<file path="config.mk">
export PLATFORM = sky130hd
export DESIGN_NAME = vga_timing_gen
export DESIGN_NICKNAME = d
export VERILOG_FILES = /design/src/rtl/vga_timing_gen.sv
export SDC_FILE = /design/constraint.sdc
export NUM_CORES = 1
export LEC_CHECK = 0
export ABC_AREA = 1
export BUFFER_PORTS_ARGS = -buffer_cell sky130_fd_sc_hd__buf_2
export CORE_MARGIN = 8
export CORE_UTILIZATION = 37
export CTS_CLUSTER_SIZE = 30
export DETAILED_ROUTE_END_ITERATION = 6
export HOLD_SLACK_MARGIN = 0.02
export SYNTH_ARGS = -nofsm -noshare
export SYNTH_HDL_FRONTEND = slang
export SYNTH_SLANG_ARGS = --single-unit
</file>
<file path="constraint.sdc">
create_clock -name clk -period 5.4 [get_ports clk]
set_input_delay 1.08 -clock clk [delete_from_list [all_inputs] [get_ports clk]]
set_output_delay 1.08 -clock clk [all_outputs]
set_load 0.03 [all_outputs]
</file>
<file path="src/rtl/vga_timing_gen.sv">
// Parametrised raster timing generator: counters, active-area decode, syncs, strobes and look-ahead fetch.
// Optional raster interrupt is compiled in when RASTER_IRQ_EN is defined.
module vga_timing_gen #(
    parameter int H_ACTIVE   = 640,
    parameter int H_FP       = 16,
    parameter int H_SYNC     = 96,
    parameter int H_BP       = 48,
    parameter int V_ACTIVE   = 480,
    parameter int V_FP       = 10,
    parameter int V_SYNC     = 2,
    parameter int V_BP       = 33,
    parameter int SYNC_POL   = 0,
    parameter int FETCH_LEAD = 2,
    parameter int HW         = 10,
    parameter int VW         = 10
) (
    input  logic          clk,
    input  logic          rst,
    input  logic          pix_ce,
    output logic [HW-1:0] h_pixel,
    output logic [VW-1:0] line,
    output logic [HW-1:0] posx,
    output logic [VW-1:0] posy,
    output logic          active,
    output logic          h_sync_o,
    output logic          v_sync_o,
    output logic          line_start,
    output logic          frame_start,
    output logic [HW-1:0] fetch_x,
    output logic [VW-1:0] fetch_y,
    output logic          fetch_valid
`ifdef RASTER_IRQ_EN
    ,
    output logic          irq,
    input  logic [VW-1:0] irq_line,
    input  logic          irq_ack
`endif
);

    localparam int H_TOTAL = H_ACTIVE + H_FP + H_SYNC + H_BP;
    localparam int V_TOTAL = V_ACTIVE + V_FP + V_SYNC + V_BP;

    localparam logic [HW-1:0] H_LAST  = HW'(H_TOTAL - 1);
    localparam logic [VW-1:0] V_LAST  = VW'(V_TOTAL - 1);
    localparam logic [HW-1:0] H_ACT   = HW'(H_ACTIVE);
    localparam logic [VW-1:0] V_ACT   = VW'(V_ACTIVE);
    localparam logic [HW:0]   HS_BEG  = (HW+1)'(H_ACTIVE + H_FP);
    localparam logic [HW:0]   HS_END  = (HW+1)'(H_ACTIVE + H_FP + H_SYNC);
    localparam logic [VW:0]   VS_BEG  = (VW+1)'(V_ACTIVE + V_FP);
    localparam logic [VW:0]   VS_END  = (VW+1)'(V_ACTIVE + V_FP + V_SYNC);
    localparam logic [HW:0]   H_TOT_X = (HW+1)'(H_TOTAL);
    localparam logic [HW:0]   LEAD_X  = (HW+1)'(FETCH_LEAD);
    localparam logic [HW-1:0] LEAD_H  = HW'(FETCH_LEAD);
    localparam logic [HW-1:0] HTOT_H  = HW'(H_TOTAL);
    localparam logic          SYNC_ON = (SYNC_POL != 0);

    // Decoded values at (0,0), loaded directly by reset
    localparam logic          RST_ACT = (H_ACTIVE > 0) && (V_ACTIVE > 0);
    localparam logic          RST_FV  = (FETCH_LEAD < H_ACTIVE) && (V_ACTIVE > 0);
    localparam logic [HW-1:0] RST_FX  = RST_FV ? LEAD_H : '0;
    localparam logic          RST_HS  = ((H_ACTIVE + H_FP) == 0) && (H_SYNC > 0) ? SYNC_ON : ~SYNC_ON;
    localparam logic          RST_VS  = ((V_ACTIVE + V_FP) == 0) && (V_SYNC > 0) ? SYNC_ON : ~SYNC_ON;

    logic [HW-1:0] h_q, h_d, posx_q, posx_d, fx_q, fx_d, fx_raw;
    logic [VW-1:0] v_q, v_d, posy_q, posy_d, fy_q, fy_d, fy_raw;
    logic          act_q, act_d, hs_q, hs_d, vs_q, vs_d, fv_q, fv_d;
    logic          ls_q, fs_q, h_wrap, v_wrap;

    always_comb begin
        h_wrap = (h_q == H_LAST);
        v_wrap = (v_q == V_LAST);
        h_d    = h_wrap ? '0 : h_q + 1'b1;
        v_d    = h_wrap ? (v_wrap ? '0 : v_q + 1'b1) : v_q;

        act_d  = (h_d < H_ACT) && (v_d < V_ACT);
        posx_d = act_d ? h_d : '0;
        posy_d = act_d ? v_d : '0;
        hs_d   = (({1'b0, h_d} >= HS_BEG) && ({1'b0, h_d} < HS_END)) ? SYNC_ON : ~SYNC_ON;
        vs_d   = (({1'b0, v_d} >= VS_BEG) && ({1'b0, v_d} < VS_END)) ? SYNC_ON : ~SYNC_ON;

        // Look-ahead past the line end lands on the next line; HW-bit wrap arithmetic is exact here
        if (({1'b0, h_d} + LEAD_X) < H_TOT_X) begin
            fx_raw = h_d + LEAD_H;
            fy_raw = v_d;
        end else begin
            fx_raw = h_d + LEAD_H - HTOT_H;
            fy_raw = (v_d == V_LAST) ? '0 : v_d + 1'b1;
        end
        fv_d = (fx_raw < H_ACT) && (fy_raw < V_ACT);
        fx_d = fv_d ? fx_raw : '0;
        fy_d = fv_d ? fy_raw : '0;
    end

    always_ff @(posedge clk) begin
        if (rst) begin
            h_q    <= '0;
            v_q    <= '0;
            posx_q <= '0;
            posy_q <= '0;
            act_q  <= RST_ACT;
            hs_q   <= RST_HS;
            vs_q   <= RST_VS;
            fx_q   <= RST_FX;
            fy_q   <= '0;
            fv_q   <= RST_FV;
            ls_q   <= 1'b0;
            fs_q   <= 1'b0;
        end else if (pix_ce) begin
            h_q    <= h_d;
            v_q    <= v_d;
            posx_q <= posx_d;
            posy_q <= posy_d;
            act_q  <= act_d;
            hs_q   <= hs_d;
            vs_q   <= vs_d;
            fx_q   <= fx_d;
            fy_q   <= fy_d;
            fv_q   <= fv_d;
            ls_q   <= h_wrap;
            fs_q   <= h_wrap && v_wrap;
        end else begin
            ls_q   <= 1'b0;
            fs_q   <= 1'b0;
        end
    end

`ifdef RASTER_IRQ_EN
    logic irq_q;

    // Set has priority over a coincident acknowledge
    always_ff @(posedge clk) begin
        if (rst) begin
            irq_q <= 1'b0;
        end else if (pix_ce && h_wrap && (v_d == irq_line)) begin
            irq_q <= 1'b1;
        end else if (irq_ack) begin
            irq_q <= 1'b0;
        end
    end

    assign irq = irq_q;
`endif

    assign h_pixel     = h_q;
    assign line        = v_q;
    assign posx        = posx_q;
    assign posy        = posy_q;
    assign active      = act_q;
    assign h_sync_o    = hs_q;
    assign v_sync_o    = vs_q;
    assign line_start  = ls_q;
    assign frame_start = fs_q;
    assign fetch_x     = fx_q;
    assign fetch_y     = fy_q;
    assign fetch_valid = fv_q;

endmodule

</file>
==> Word-level counts from Yosys, hierarchy flattened <==
Index checks and enable logic that the tools add are counted.
{ "word_totals": {"mem_bits_ro": 0, "latchBits": 0, "word_cells": 49, "ramBits": 0, "out_inout_bits": 66, "memories": 0, "register_bits": 66} }
{ "op_classes": {"bitwise": 1, "shift": 0, "n_mul": 0, "div_mod_pow": 0, "eq_ne": 3, "reduce_logical": 6, "magnitude_cmp": 9, "n_mux": 12, "add_sub_neg": 6} }
{ "op_table": {"columns": ["operator", "count"], "rows": [
  ["10-bit two-way mux", 10],
  ["10-bit by 1-bit adder with 10-bit output, second input constant", 3],
  ["10-bit equality test, second input constant", 3],
  ["10-bit < comparator, second input constant", 3],
  ["10-bit by 9-bit < comparator with 1-bit output, second input constant", 3],
  ["10-bit by 2-bit adder with 11-bit output, second input constant", 1],
  ["11-bit by 10-bit < comparator with 1-bit output, second input constant", 1],
  ["10-bit by 2-bit adder with 10-bit output, second input constant", 1],
  ["10-bit >= comparator, second input constant", 1],
  ["10-bit by 9-bit >= comparator with 1-bit output, second input constant", 1],
  ["10-bit subtractor, second input constant", 1],
  ["1-bit logical AND", 5],
  ["1-bit two-way mux", 2],
  ["2-bit OR reduction", 1],
  ["1-bit inverter", 1]
]} }

==> Logic depth before layout (Yosys ltp) <==
Gate-level depths: netlist (run 1).
{ "depth": {"ltp_word": 9, "depth_mapped": 23, "depth_no_buf": 22} }

==> Least setup slack after synthesis (run 1) <==
OpenSTA, ideal clock, no wires.
{ "synth_timing": {"path_type": "register -> register", "startpoint": "reg h_q[1] (netlist: h_pixel[1])", "endpoint": "reg fx_q[7] (netlist: fetch_x[7])", "synth_period_minus_slack_ns": 3.158, "arrival_ns": 3.044, "required_time_ns": 5.286, "setup_slack_ns": 2.242, "stages_incl_launch_ff": 21, "path_buffers": 1, "path_cell_list": "dfxtp_1 ha_1 inv_1 nand2_1 nand2_1 inv_1 ha_1 nand3_2 nor2_1 xor2_1 inv_1 ha_1 nor2_4 nand3_4 nand3_4 nand2_1 nand2_1 nand4_4 buf_6 nand4_1 nand2_1"} }
{ "synth_between": {"elab_chain_len": 8, "elab_cells_between_ends": 17, "classes_between": "add/sub (5); order compare (3); eq/ne (2); mux (6); reduce/logical (1)"} }
{ "synth_lines": {"columns": ["item", "line", "text"], "rows": [
  ["start: declaration", "64", "logic [HW-1:0] h_q, h_d, posx_q, posx_d, fx_q, fx_d, fx_raw;"],
  ["start signal: assignment", "96", "h_q <= '0;"],
  ["start signal: assignment", "109", "h_q <= h_d;"],
  ["10-bit by 1-bit adder with 10-bit output / 10-bit equality test (equally long branches)", "72, 70", null],
  ["10-bit two-way mux (*)", "72", "h_d = h_wrap ? '0 : h_q + 1'b1;"],
  ["named net h_d[2]", "64", null],
  ["10-bit by 2-bit adder with 10-bit output / 10-bit by 2-bit adder with 11-bit output (equally long branches)", "83, 86, 82", null],
  ["10-bit subtractor / 11-bit by 10-bit < comparator with 1-bit output (equally long branches)", "86, 82", null],
  ["10-bit two-way mux", "82", "if (({1'b0, h_d} + LEAD_X) < H_TOT_X) begin"],
  ["10-bit < comparator / 10-bit by 9-bit < comparator with 1-bit output (equally long branches)", "89", "fv_d = (fx_raw < H_ACT) && (fy_raw < V_ACT);"],
  ["1-bit logical AND", "89", null],
  ["10-bit two-way mux (*)", "90", "fx_d = fv_d ? fx_raw : '0;"],
  ["end signal: assignment", "103", "fx_q <= RST_FX;"],
  ["end signal: assignment", "116", "fx_q <= fx_d;"],
  ["end: declaration", "64", null]
]} }
The timed path passes the listed nets; every way through them passes the cells marked *.
A chain may end at the register's enable or synchronous reset.

==> Worst setup path after layout (run 1) <==
{ "layout_timing": {"startpoint": "reg h_q[1] (netlist: h_pixel[1])", "endpoint": "reg fx_q[3] (netlist: fetch_x[3])"} }
Same word-level chain as after synthesis.

==> reports/qor.yml, run 1 <==
status: "completed"
final.period_utilization_pct: 63.86
postSynthCellCount: 572
synth_warnings: 0
seq_area_frac_synth_pct: 33.99
ff2ff_path_depth: 19
cts_buffers: 9
cp.required_ns: 5.64
synth_compound_area_share_pct: 9.720
syn_area_um2: 3887
place_inst: 760
wl_mm: 11.01
wl_met1_mm: 5.037
antenna_cells: 0
max_slew_margin_pct: 52.76
yosysMostFrequentCell: "nand2_1"
wl_met2_mm: 5.248
finalMaxSlewViolations: 0
seq_area_um2: 1321
post_drt_via_cell_ratio: 5.049
vias: 3918
synth_top_family_by_area: "simple AND/OR/NAND/NOR gates"
grt_max_degree: 41
port_buffers: 68
cap_violations: 0
post_cts_resized: 0
area_delta_synth_final_pct: 15.45
synth_common_cells: "nand2_1 (166), dfxtp_1 (66), inv_1 (59)"
synth_edf_count: 0
worstSetupPathDepth: 19
cp-end-kind: "flop"
dr.pass1.iters: 4
min_path_cells: 2
synth-simple-area-share_pct: 43.00
worst-path-max-fanout: 19
placed_cell_area_um2: 4317
cp-start-kind: "flop"
grt_pass1_vias: 4017
fin_cells: 776
die_w_um: 118.5
ios: 69
wl_per_cell_um: 14.19
floorplan.initialDensity_pct: 37.83
grt.total_usage_pct: 16.07
ys_async_sr_fraction_pct: 0
grt_pass1_wl_mm: 19.04
highest_layer: "met4"
ys_seq_elements: 66
synth_cell_types: 39
cts_sinks: 66
synth.top_cell.area_share_pct: 33.99
r2r_setup_slack_ns: 1.95
clk_latency_ns: 0.34
finalClockSkew_ns: 0.01033
final_util_pct: 43.67
cts_tree: "done"
synthTopCellsByArea: "dfxtp_1 (34%), nand2_1 (16%), inv_1 (5.7%)"
cts_root_buf: "clkbuf_8"
ant_nets: 0
nNetsFinal: 646
grt_antenna_before_repair: 0
drt_iter0_markers: 275
tns_ns: 0
cts_hold_buffers: 0
period_needed_ns: 3.449
crit_chain: "ha_1, inv_1, nand2_1, nand2_1, inv_1, ha_1, nand3_2, nor2_1, xor2_1, inv_1, ha_1, nor2_4, nand3_4, nand3_4, nand2_1, nand2_1, nand4_4, nand4_1, nand2_1"
synth_area_leader_cell: "dfxtp_1"
hold_viol: 0
crit_buf_inv: 3
power_density_nw_per_um2: 204.0
overflow: 0
fill_cells: 1106
coreArea_um2: 10280
wl_met3_um: 521
critPathTopFamily: "simple AND/OR/NAND/NOR gates"
dieArea_um2: 14040
crit_top_cell: "nand2_1"
syn_area_per_cell_um2: 6.796
hold_ws_ns: 0.4374
worst_hold_path_type: "flop to flop"
multi_input_area_um2: 2222
tightest_slew_ns: 0.7066
synthAdderAreaFrac_pct: 2.575
htree_levels: 3
crit_path_top_delay_cell: "dfxtp_1"
timing.fmax_mhz: 290.0
drc: 0
placementRows: 37
place_hpwl_mm: 8.438
slowest_delay_ns: 0.46
cts_buffer_depth: 2
syn-num-nets: 583
critPathArrivalTime_ns: 3.69
gp_routability_congestion: 0.8469
rsz0062_at_grt: "false"
p_leak_nw: 2.188
drive_above_1_share_pct: 21.09
cts_setup_buffers: 0
synth_flop_cell: "dfxtp_1"
vdd_ir_drop_max_mv: 0.09019
setup_violations: 0
path_clk_slew_ns: 0.07
final_area_um2: 4488
synthXorXnorAreaFrac_pct: 1.802
dieHeight_um: 118.5
crit_type: "flop to flop"
synth.area.mux_share_pct: 0
-- worst min-delay path: stages (launching register included) --
cell,delay (ns)
dfxtp_1,0.31
nand2_1,0.06
nor2_1,0.03
-- logic make-up (layout without fill, tap and decap cells) --
group	Yosys count	after routing
compound gates	69	69
buf+inv	84	152
xor+xnor	8	8
fa+ha+maj	8	8
simple gates	337	337
flops	66	66
-- path summary, 6_finish.rpt --
check / startpoint / end
hold reg to reg: fetch_y[9]$_SDFFE_PP0P_ / fetch_y[9]$_SDFFE_PP0P_
hold / removal: fetch_y[9]$_SDFFE_PP0P_ / fetch_y[9]$_SDFFE_PP0P_
setup reg to reg: h_pixel[1]$_SDFFE_PP0P_ / fetch_x[3]$_SDFFE_PP0P_
setup / recovery: h_pixel[1]$_SDFFE_PP0P_ / fetch_x[3]$_SDFFE_PP0P_
-- sequential cells by signal (all words and copies together) (netlist names), 10 cells and up --
| signal | cells |
|---|---|
| fetch_x | 10 |
| line | 10 |
| posy | 10 |
| fetch_y | 10 |
| posx | 10 |
| h_pixel | 10 |
-- layer usage --
layer  vias up  GRT usage, %
met5         -             0
met4         0         6.324
met3        16         4.379
met2        99         27.10
met1      1810         19.04
li1       1993             -
-- metrics by stage --
stage / setup WS, ns / power (mW)
5_1_grt: 1.596 / 0.9589
2_1_floorplan: 2.242 / 0.5432
4_1_cts: 1.964 / 0.9313
6_report: 1.951 / 0.9156
3_3_place_gp: 2.160 / 0.5591
3_5_place_dp: 1.978 / 0.5598
-- where the power goes --
part | leakage [nW] | switching, mW | internal (mW) | total [mW]
Combinational | 1.57 | 0.0398 | 0.0121 | 0.0519
Clock | 0.0851 | 0.191 | 0.177 | 0.367
Sequential | 0.533 | 0.00436 | 0.492 | 0.496
Total | 2.19 | 0.235 | 0.681 | 0.916
-- final cells by class --
type / instances / share of cell area, %
clock buffers: 11 / 3.150
clock inverters: 5 / 0.6691
inverters: 66 / 5.520
multi-input cells: 422 / 49.51
flip-flops and latches: 66 / 29.44
well taps: 136 / 3.791
repair buffers: 70 / 7.917
-- placed cells by master, fill, tap and decap left out, drive strengths merged --
master	n
and2	1
o21ai	46
ha	8
a21oi	14
nor4	4
nand4	38
o22ai	3
buf	70
nor2	69
nand2	183
dfxtp	66
nand3	35
clkinv	5
inv	64
clkinvlp	2
o31ai	1
clkbuf	11
xor2	8
nor3	7
a211oi	1
o21a	1
a41oi	1
a32o	2
Power figures use the tool's default switching activity.
==> run 2: changes to the inputs <==
clock period = 3.39 ns   (was 5.4 ns; I/O delays follow)
==> run 2 against run 1 <==
Core utilization rose by 1.4 points. Global-route usage fell by 0.094 points. Clock-buffer cell count fell by 1. Fmax rose by 10%. Sequential share of layout area fell by 0.85 points. Flip-flop and latch count did not move. Clock power rose by 82%.
==> reports/qor.yml, run 2 (synthesis gave the netlist of run 1 again) <==
slowest_delay_ns: 0.35  # -0.11 ns
wl_mm: 11.34  # +3.0%
setup_violations: 0  # unchanged
drive_above_1_share_pct: 23.34  # +2.2 points
crit_buf_inv: 4  # +1
placed_cell_area_um2: 4354  # +0.87%
drc: 0  # unchanged
cts_hold_buffers: 0  # unchanged
crit_path_top_delay_cell: "dfxtp_2"
cts_root_buf: "clkbuf_8"
dieHeight_um: 118.5  # unchanged
timing.rr.end: "fetch_x[4]$_SDFFE_PP0P_"
cts_sinks: 66  # unchanged
grt_pass1_vias: 3852  # -4.1%
crit_chain: "ha_1, nand2_2, inv_1, nand2_1, nand2_2, inv_2, nand3_2, nor2_4, xor2_2, inv_1, ha_1, nor2_4, nand3_4, nand4_1, nand2_1, inv_1, nand4_2, nand4_1, nand2_1"
cts_setup_buffers: 0  # unchanged
drt_iter0_markers: 274  # -0.36%
vdd_ir_drop_max_mv: 0.1357  # +50%
post_drt_via_cell_ratio: 5.107  # +1.2%
clk_latency_ns: 0.35  # about the same
path_clk_slew_ns: 0.07  # about the same
grt.total_usage_pct: 15.98  # -0.094 points
vias: 3999  # +2.1%
dieArea_um2: 14040  # unchanged
critPathTopFamily: "simple AND/OR/NAND/NOR gates"
period_needed_ns: 3.136  # -0.3123 ns
final_area_um2: 4629  # +3.2%
cts_buffer_depth: 2  # unchanged
cp-end-kind: "flop"
place_hpwl_mm: 8.384  # -0.64%
rsz0062_at_grt: "false"
gp_routability_congestion: 0.8718  # +2.9%
ant_nets: 0  # unchanged
worst-path-max-fanout: 6  # -13
worst_hold_path_type: "flop to flop"
cts_buffers: 9  # unchanged
final_common_cell: "nand2_1"
area_delta_synth_final_pct: 19.09
fin_cells: 783  # +0.90%
cts_tree: "done"
crit_type: "flop to flop"
ff2ff_path_depth: 19  # unchanged
coreArea_um2: 10280  # unchanged
finalPower_mw: 1.543  # +69%
dr.pass1.iters: 5  # +1
antenna_cells: 0  # unchanged
min_path_cells: 2  # unchanged
final.period_utilization_pct: 92.51  # +29 points
hold_start: "fetch_y[9]$_SDFFE_PP0P_"
hold_viol: 0  # unchanged
finalMaxSlewViolations: 0  # unchanged
worstSetupPathDepth: 19  # unchanged
placementRows: 37  # unchanged
htree_levels: 3  # unchanged
critPathArrivalTime_ns: 3.38  # -0.31 ns
cap_violations: 0  # unchanged
cp-start-kind: "flop"
grt_max_degree: 40  # -2.4%
tightest_slew_ns: 0.6462  # -0.06044 ns
ios: 69  # unchanged
power_density_nw_per_um2: 333.3  # +63%
cp.required_ns: 3.64  # -2.00 ns
overflow: 0  # unchanged
floorplan.initialDensity_pct: 37.83  # unchanged
timing.fmax_mhz: 318.9  # +10%
grt_pass1_wl_mm: 18.60  # -2.3%
nNetsFinal: 654  # +1.2%
final_cell_mix: "nand2_1 (163), buf_2 (68), dfxtp_1 (64), inv_1 (59), nor2_1 (55)"
die_w_um: 118.5  # unchanged
wl_per_cell_um: 14.48  # +2.0%
finalClockSkew_ns: 0.009756  # -0.0005769 ns
r2r_setup_slack_ns: 0.25  # -1.70 ns
max_slew_margin_pct: 56.87  # +4.1 points
holdPathEnd: "fetch_y[9]$_SDFFE_PP0P_"
reg2reg_from: "h_pixel[0]$_SDFFE_PP0P_"
status: "completed"
p_leak_nw: 2.253  # +2.9%
place_inst: 765  # +0.66%
grt_antenna_before_repair: 0  # unchanged
tns_ns: 0  # unchanged
port_buffers: 68  # unchanged
-- run 2: cell types whose count changed in the layout (fill, tap and decap cells not counted), sizes merged --
| cell | delta |
|---|---|
| nand4 | +2 |
| bufinv | +1 |
| clkinv | -1 |
| nor2 | +1 |
| buf | +5 |
| clkbuf | -1 |
-- run 2: worst reg2reg max path: cells and delay by family, from the launching register on --
family                   cells  cell delay [ns]
XOR/XNOR                     1             0.17
adder cells (fa/ha/maj)      2             0.50
buffers and inverters        4             0.44
flip-flops                   1             0.35
AND/OR/NAND/NOR             12             1.59
-- run 2: timing repair --
action | in CTS | in global routing
endpoints found under the hold margin | 0 | 0
setup endpoints to repair | 0 | 20
gates resized for setup | 0 | 11
-- run 2: worst max-delay path by stage --
stage	startpoint	to
after CTS	h_pixel[0]$_SDFFE_PP0P_	fetch_y[7]$_SDFFE_PP0P_
after global placement	h_pixel[1]$_SDFFE_PP0P_	fetch_y[2]$_SDFFE_PP0P_
after detailed placement	h_pixel[0]$_SDFFE_PP0P_	fetch_y[7]$_SDFFE_PP0P_
after global routing	h_pixel[0]$_SDFFE_PP0P_	fetch_valid$_SDFFE_PP1P_
final	h_pixel[0]$_SDFFE_PP0P_	fetch_x[4]$_SDFFE_PP0P_
after floorplan	h_pixel[1]$_SDFFE_PP0P_	fetch_x[7]$_SDFFE_PP0P_
-- run 2: area by class of cell --
class,count,area (um2)
well taps,136,170.2
multi-input cells,425,2302
repair buffers,75,392.9
fillers,1099,5648
inverters,66,247.7
flip-flops and latches,66,1324
clock inverters,5,55.05
clock buffers,10,137.6
-- run 2: layer usage --
layer  global-route usage, %  vias to the layer above  wire length, um
li1                        -                     2017                -
met1                   19.00                     1861             5056
met2                   26.89                      107             5453
met3                   4.664                       14              673
met4                   5.692                        0              153
met5                       0                        -                0
-- run 2: where the power goes --
group | internal [mW] | switching (mW)
clock | 0.353 | 0.315
combinational | 0.0207 | 0.0636
sequential | 0.784 | 0.00661
total | 1.16 | 0.385
-- run 2: per-stage QoR --
stage | worst slack (ns) | utilization (%) | hold WS, ns
2_1_floorplan | 0.2323 | - | 0.5711
3_3_place_gp | 0.1689 | 42.37 | 0.4256
3_5_place_dp | 0.08416 | 42.37 | 0.4278
4_1_cts | 0.05861 | 44.24 | 0.4402
5_1_grt | 0.01566 | 45.05 | 0.4488
6_report | 0.2538 | 45.05 | 0.4389
